$ cat src/rtl/byte_stream_packer.sv
// Packs a narrow LSB-first beat stream into wide words, with a pack register
// feeding an output register that is drained by a ready/valid consumer.
module byte_stream_packer #(
   parameter int DATA_IN_WIDTH  = 8,
   parameter int DATA_OUT_WIDTH = 512,
   parameter int COUNT_WIDTH    = 16
) (
   input  logic                      clk_i,
   input  logic                      rst_i,
   input  logic                      clear_i,
   input  logic                      in_valid_i,
   input  logic [DATA_IN_WIDTH-1:0]  in_data_i,
   input  logic                      in_last_i,
   output logic                      in_ready_o,
   output logic                      out_valid_o,
   output logic [DATA_OUT_WIDTH-1:0] out_data_o,
   output logic                      out_last_o,
   input  logic                      out_ready_i,
   output logic                      overflow_o,
   output logic [COUNT_WIDTH-1:0]    word_count_o
);

   localparam int RATIO = DATA_OUT_WIDTH / DATA_IN_WIDTH;
   localparam int CNT_W = (RATIO > 1) ? $clog2(RATIO) : 1;
   localparam logic [CNT_W-1:0] CNT_MAX = CNT_W'(RATIO - 1);

   logic [CNT_W-1:0]          cnt;
   logic [DATA_OUT_WIDTH-1:0] pack;
   logic                      pack_full;
   logic                      pack_last;

   logic                      accept;
   logic                      complete;
   logic                      out_free;
   logic                      xfer;
   logic [DATA_OUT_WIDTH-1:0] merged;

   assign in_ready_o = !pack_full;
   assign accept     = in_valid_i && in_ready_o;
   assign complete   = accept && ((cnt == CNT_MAX) || in_last_i);
   assign out_free   = !out_valid_o || out_ready_i;
   assign xfer       = out_valid_o && out_ready_i;

   // Pack register with the current beat dropped into its lane.
   // NOTE: default assigned first so no path leaves merged unassigned (no latch).
   always_comb begin
      merged = pack;
      merged[int'(cnt) * DATA_IN_WIDTH +: DATA_IN_WIDTH] = in_data_i;
   end

   // NOTE: all state updates use non-blocking assignments so every register
   // samples the pre-edge values of the others.
   always_ff @(posedge clk_i or negedge rst_i) begin
      if (!rst_i) begin
         cnt          <= '0;
         pack         <= '0;
         pack_full    <= 1'b0;
         pack_last    <= 1'b0;
         out_valid_o  <= 1'b0;
         out_data_o   <= '0;
         out_last_o   <= 1'b0;
         overflow_o   <= 1'b0;
         word_count_o <= '0;
      end else begin
         if (xfer) begin
            word_count_o <= word_count_o + COUNT_WIDTH'(1);
         end

         if (clear_i) begin
            cnt         <= '0;
            pack        <= '0;
            pack_full   <= 1'b0;
            pack_last   <= 1'b0;
            out_valid_o <= 1'b0;
            out_data_o  <= '0;
            out_last_o  <= 1'b0;
            overflow_o  <= 1'b0;
         end else begin
            if (in_valid_i && !in_ready_o) begin
               overflow_o <= 1'b1;
            end

            if (xfer) begin
               out_valid_o <= 1'b0;
            end

            if (pack_full) begin
               // Held word moves out as soon as the output register frees up.
               if (out_free) begin
                  out_data_o  <= pack;
                  out_last_o  <= pack_last;
                  out_valid_o <= 1'b1;
                  pack        <= '0;
                  pack_full   <= 1'b0;
                  pack_last   <= 1'b0;
               end
            end else if (complete) begin
               cnt <= '0;
               if (out_free) begin
                  out_data_o  <= merged;
                  out_last_o  <= in_last_i;
                  out_valid_o <= 1'b1;
                  pack        <= '0;
               end else begin
                  pack      <= merged;
                  pack_full <= 1'b1;
                  pack_last <= in_last_i;
               end
            end else if (accept) begin
               pack <= merged;
               cnt  <= cnt + CNT_W'(1);
            end
         end
      end
   end

endmodule

$ cat config.mk
export PLATFORM = sky130hd
export DESIGN_NAME = byte_stream_packer
export DESIGN_NICKNAME = d
export VERILOG_FILES = /design/src/rtl/byte_stream_packer.sv
export SDC_FILE = /design/constraint.sdc
export NUM_CORES = 2
export LEC_CHECK = 0
export CAP_MARGIN = 40
export CELL_PAD_IN_SITES_DETAIL_PLACEMENT = 1
export CELL_PAD_IN_SITES_GLOBAL_PLACEMENT = 1
export CORE_MARGIN = 5
export CORE_UTILIZATION = 44
export DETAILED_ROUTE_END_ITERATION = 7
export DONT_BUFFER_PORTS = 1
export PLACE_DENSITY_LB_ADDON = 0.1
export RECOVER_POWER = 50
export SLEW_MARGIN = 25
export SYNTH_ARGS = -nofsm -noshare
export SYNTH_HDL_FRONTEND = slang
export SYNTH_SLANG_ARGS = --single-unit
$ cat constraint.sdc
create_clock -name clk_i -period 3.19 [get_ports clk_i]
set_input_delay 0.4785 -clock clk_i [delete_from_list [all_inputs] [get_ports clk_i]]
set_output_delay 0.4785 -clock clk_i [all_outputs]
set_load 0.05 [all_outputs]
* Yosys cells after proc, flatten, opt, wreduce, memory -nomap -nowiden
Cells that the tools add are included.
Word-level totals: output and inout bits 532, register bits 1051
Operators by class: muxes and demuxes 37, shifts and indexed selects 2, add/sub/neg operators 3, reductions and logical operators 17, eq/ne operators 4
Operators by type and width (count):
- $mux 512 | 11
- $bwmux 512 | 1
- $shift 8x33->512 const A | 1
- $shiftx 8x33->512 | 1
- $neg 9->33 | 1
- $mux 6 | 4
- $mux 1 | 21
- $add 16x1->16 const B | 1
- $add 6x1->6 const B | 1
- $eq 6x6->1 const B | 1
- $reduce_and 2->1 | 3
- $reduce_bool 3->1 | 2
- $logic_and 1x1->1 | 4
- $reduce_bool 2->1 | 2
- $reduce_bool 4->1 | 1
- $ne 3x2->1 const B | 1
- $ne 3x3->1 const B | 1
- $reduce_and 3->1 | 1
- $logic_not 1->1 | 2
- $logic_or 1x1->1 | 2
- $ne 2x2->1 const B | 1

* Longest topological paths before layout
depth after elaboration 7, mapped depth 13, gate-level depth less buffers 9

* Worst setup path before layout
OpenSTA, ideal clock, no wires.
path kind register -> register, from reg cnt[1], to reg pack[16], stages on the path, launching flop included 14, setup slack 131 ps, data arrival time 2938 ps, buffers on the path 4, cell sequence dfrtp_1 -> buf_2 -> or3_1 -> clkbuf_1 -> nor3_1 -> ha_1 -> buf_2 -> nand2_1 -> a211oi_1 -> o211ai_2 -> nand2b_1 -> buf_6 -> a21o_1 -> a22o_1
Between the ends: longest elaborated chain between the ends 7, elaborated cells between the ends (all ways) 14, those cells by class add/sub: 1; eq/ne: 1; shift: 2; mux: 6; reduce/logical: 4
Ends and longest elaborated chain:
- start, declared | RTL line 27 | logic [CNT_W-1:0] cnt;
- start signal, assigned | RTL line 111 | cnt <= cnt + CNT_W'(1);
- $neg 9->33 | RTL line 48 | merged[int'(cnt) * DATA_IN_WIDTH +: DATA_IN_WIDTH] = in_data_i;
- $shiftx 8x33->512 or $shift 8x33->512 (tied branches) | RTL line 48
- $bwmux 512 | RTL line 48
- $mux 512 (on tied branches) | RTL line 109, 99
- $mux 512 | RTL line 97 | end else if (complete) begin
- $mux 512 | RTL line 87 | if (pack_full) begin
- $mux 512 | RTL line 69 | if (clear_i) begin
- end signal, assigned | RTL line 105 | pack <= merged;
- end signal, assigned | RTL line 110 | pack <= merged;
- end, declared | RTL line 28 | logic [DATA_OUT_WIDTH-1:0] pack;
Parallel ways exist; a longest one is shown, timed or not. The select of a mux whose other input is x is not followed. A chain may end at the register's enable or synchronous reset.

* Final worst setup path
from reg cnt[3], to reg out_data_o[492]
Between the ends: longest elaborated chain between the ends 7, elaborated cells between the ends (all ways) 13, those cells by class add/sub: 1; eq/ne: 1; shift: 2; mux: 5; reduce/logical: 4
Ends and longest elaborated chain:
- $neg 9->33 | RTL line 48
- $shiftx 8x33->512 or $shift 8x33->512 (tied branches) | RTL line 48
- $bwmux 512 | RTL line 48
- $mux 512 | RTL line 99 | if (out_free) begin
- $mux 512 | RTL line 97
- $mux 512 | RTL line 87
- $mux 512 | RTL line 69
- end signal, assigned | RTL line 90 | out_data_o <= pack;
- end signal, assigned | RTL line 100 | out_data_o <= merged;
- end, declared | RTL line 16 | output logic [DATA_OUT_WIDTH-1:0] out_data_o,
Parallel ways exist; a longest one is shown, timed or not. The select of a mux whose other input is x is not followed.

==> metrics.txt <==
outcome=finished with violations; violated checks=max-capacitance violations, max-slew violations; ranking of synthesized cells by area=dfrtp_1, mux2i_1, a22o_1, a21oi_1, nor2_1; number of synthesized flops with an enable pin=0; CP max-delay cell=dfrtp_1; Die H=between 300 and 400 um; actual slew at the worst max-slew pin=roughly 2100 ps; first-pass GRT wire length=285 mm; Post-synth ARST share=100%; Final Setup Violations=0; post-synth top area cell=dfrtp_1; CP startpoint kind=flop; nets=between 4,000 and 5,000; Synth Cell Area=48,300 um2; CTS tree=built; internal power=22.8 mW; Power Density=~570 nW/um2; pin count of the biggest net entering global routing=~1,100; multi-input logic area=between 20,000 and 25,000 um2; register area share after synthesis=between 50% and 60%; PortBufs=0; P_sw=9.03 mW; routability cong.=roughly 0.85; Net Count, Synth=4,716; Yosys top cell area share=around 54%; GRT Util Overall=a little under a third; clock root cell=clkbuf_16; residual DRC count=0; Fillers=about 12,000; Area Overhead vs Synth=16.4%; static leakage=24.7 nW; I/O pins=between 500 and 600; Net Sw Frac=around 28%; warnings from Yosys=0; htree depth=3; Layout Skew=between 20 and 25 ps; Combinational Power Share=approximately 7.1%; Largest stage delay, worst path=400 ps; layout cell share with drive strength beyond 1=between 10% and 20%; syn avg cell area=10.3 um2; wirelength, routed=a little under 200 mm; router iterations before antenna repair=5; grt total ovfl=0; top_reg_cell synth=dfrtp_1; CP Max Fanout=8; CTS sink cnt=1,051; Buf+Inv Stages, Crit Path=1; RSZ-0062 raised after global routing=yes; Min Clock Period, post-route=about 3200 ps; total power draw=between 30 and 40 mW; fin util=between 50% and 60%; final period utilization=~100%; Critical Path RT=around 3800 ps; Synth cell types=just over 80; Std-Cell Core Area=roughly 110,000 um2; crit path cell chain=or3_1, nor3_1, ha_2, nor3b_4, mux2_4, nand3_2, nor3_4, buf_4, mux2i_1, o21ai_1; critical path endpoint category=flop; most frequent cells after synthesis=dfrtp_1, a21oi_1, nor2_1; clk slew on worst S/H paths=~60 ps; Worst Hold Class=input port to flop; Slew Limit Fails=between 100 and 150; DRT antenna net count=0; initial antenna violation count=4; Detail Placement HPWL=around 130 mm; Worst EP arrival=3770 ps; synthesized flop and latch total=between 1,000 and 1,500; CTS Buf Count=around 120; routed vias=between 40,000 and 50,000; maximum VDD drop=0.000488 V; Reg power frac=48.0%; die width=roughly 340 um; Setup Crit Path Kind=flop to flop; Skew-Pair Late Insertion Delay=a little over 700 ps; worst rel slew slack=-38.8%; clock share of power=about 45%; Routed WL per cell=between 30 and 40 um; hold slack=~30 ps; Syn Inst Count=about 4,700; clk buf depth=3; die area=~120,000 um2; vias per cell=6.45; Initial Util=about 44%; family with the most delay on the worst path=simple AND/OR/NAND/NOR gates; row count=roughly 120; Fmax=314 MHz; area occupied by registers=~26,000 um2; Max-Cap Viols=2; Detailed Route Iter0 Violations=3,239; top-count cell post-synth=dfrtp_1; Final Hold Fails=0; vias in the first global route=slightly above 40,000
## through the flow
step / area [um2] / std cells / setup WS [ps] / TNS (ps)
2_1_floorplan: 48300 / 4698 / 131 / 0
3_3_place_gp: 51200 / 6006 / -102 / -3010
3_5_place_dp: 51200 / 6008 / -162 / -9900
4_1_cts: 55600 / 6252 / 0.336 / 0
5_1_grt: 56200 / 6285 / -67.3 / -633
6_report: 56200 / 6288 / 5.83 / 0
## area by class of cell
type                       instances  area share [%]
tap                             1414            3.15
sequential                      1051            46.8
antenna                            3          0.0134
timing repair buffer             326            5.75
multi-input combinational       3265            37.0
clock inverter                    42           0.895
clock buffer                     178            6.36
inverter                           9          0.0601
## cells in the final DEF, fill, tap and decap left out, drive strengths merged, types with 5 or more instances in the layout
cell type	synthesis	final
bufinv	0	10
xor2	7	7
dlygate4sd3	0	19
clkinvlp	0	5
and3	171	171
o2bb2ai	137	137
or3	6	6
nand3	168	168
a221o	12	12
a21o	20	20
o221ai	16	16
a21oi	457	457
buf	108	298
clkbuf	265	184
a32o	21	21
o22ai	259	259
dfrtp	1051	1051
o21ai	283	283
nor4	7	7
inv	7	9
clkinv	2	27
nor2	454	454
and2	16	16
o211ai	33	33
a31oi	8	8
nand2	364	364
nand2b	8	8
o2111ai	8	8
mux2i	328	328
o311ai	32	32
nor3	76	76
a221oi	17	17
xnor2	16	16
nand4	24	24
a22o	270	270
nor2b	6	6
## registers in the layout, indices dropped and copies added, names as in the netlist
name,count
pack_last,1
out_valid_o,1
pack,512
pack_full,1
word_count_o,16
overflow_o,1
cnt,6
out_last_o,1
out_data_o,512
## per-layer routing
layer | GRT usage, % | part of all wire [%]
met5 | 0 | 0
met2 | 50.3 | 46
met4 | 10.7 | 3.7
met3 | 9.42 | 8.2
met1 | 42.4 | 42
## power groups by stage
stage | combinational [mW] | sequential, mW | clock (mW)
4_1_cts | 1.92 | 15.2 | 14.5
3_5_place_dp | 1.84 | 15.5 | 0
5_1_grt | 2.45 | 15.3 | 15.1
3_3_place_gp | 1.80 | 15.5 | 0
2_1_floorplan | 1.17 | 15.2 | 0
6_report | 2.26 | 15.2 | 14.3
## cells by family after synthesis
family	synth area share (%)
muxes	6.91
adders and majority gates	0.104
buffers and inverters	3.33
DFF	54.5
and+or+nand+nor	12.8
xor gates and xnor gates	0.417
AOI/OAI and AO/OA	22.0
## path summary, 6_finish.rpt
check	from	endpoint	slack, ps	cells after the start
max reg2reg	cnt[3]	out_data_o[492]	6	10
min in group asynchronous	rst_i	pack[61]	430	3
max in group asynchronous	rst_i	pack[50]	430	6
min reg2reg	pack[410]	pack[410]	480	2
max	cnt[3]	out_data_o[492]	6	10
min	in_data_i[1]	out_data_o[481]	30	2
## what timing repair did
action / 4_1_cts / 5_1_grt
endpoints found under the hold margin: 1142 / 312
hold buffers: 17 / 9
endpoints found under the setup margin: 166 / 325
pin swaps: 5 / 3
cloned: 0 / 0
resized for setup: 15 / 25
setup buffers: 7 / 10
Note: power is estimated with default switching activity, not from simulation.
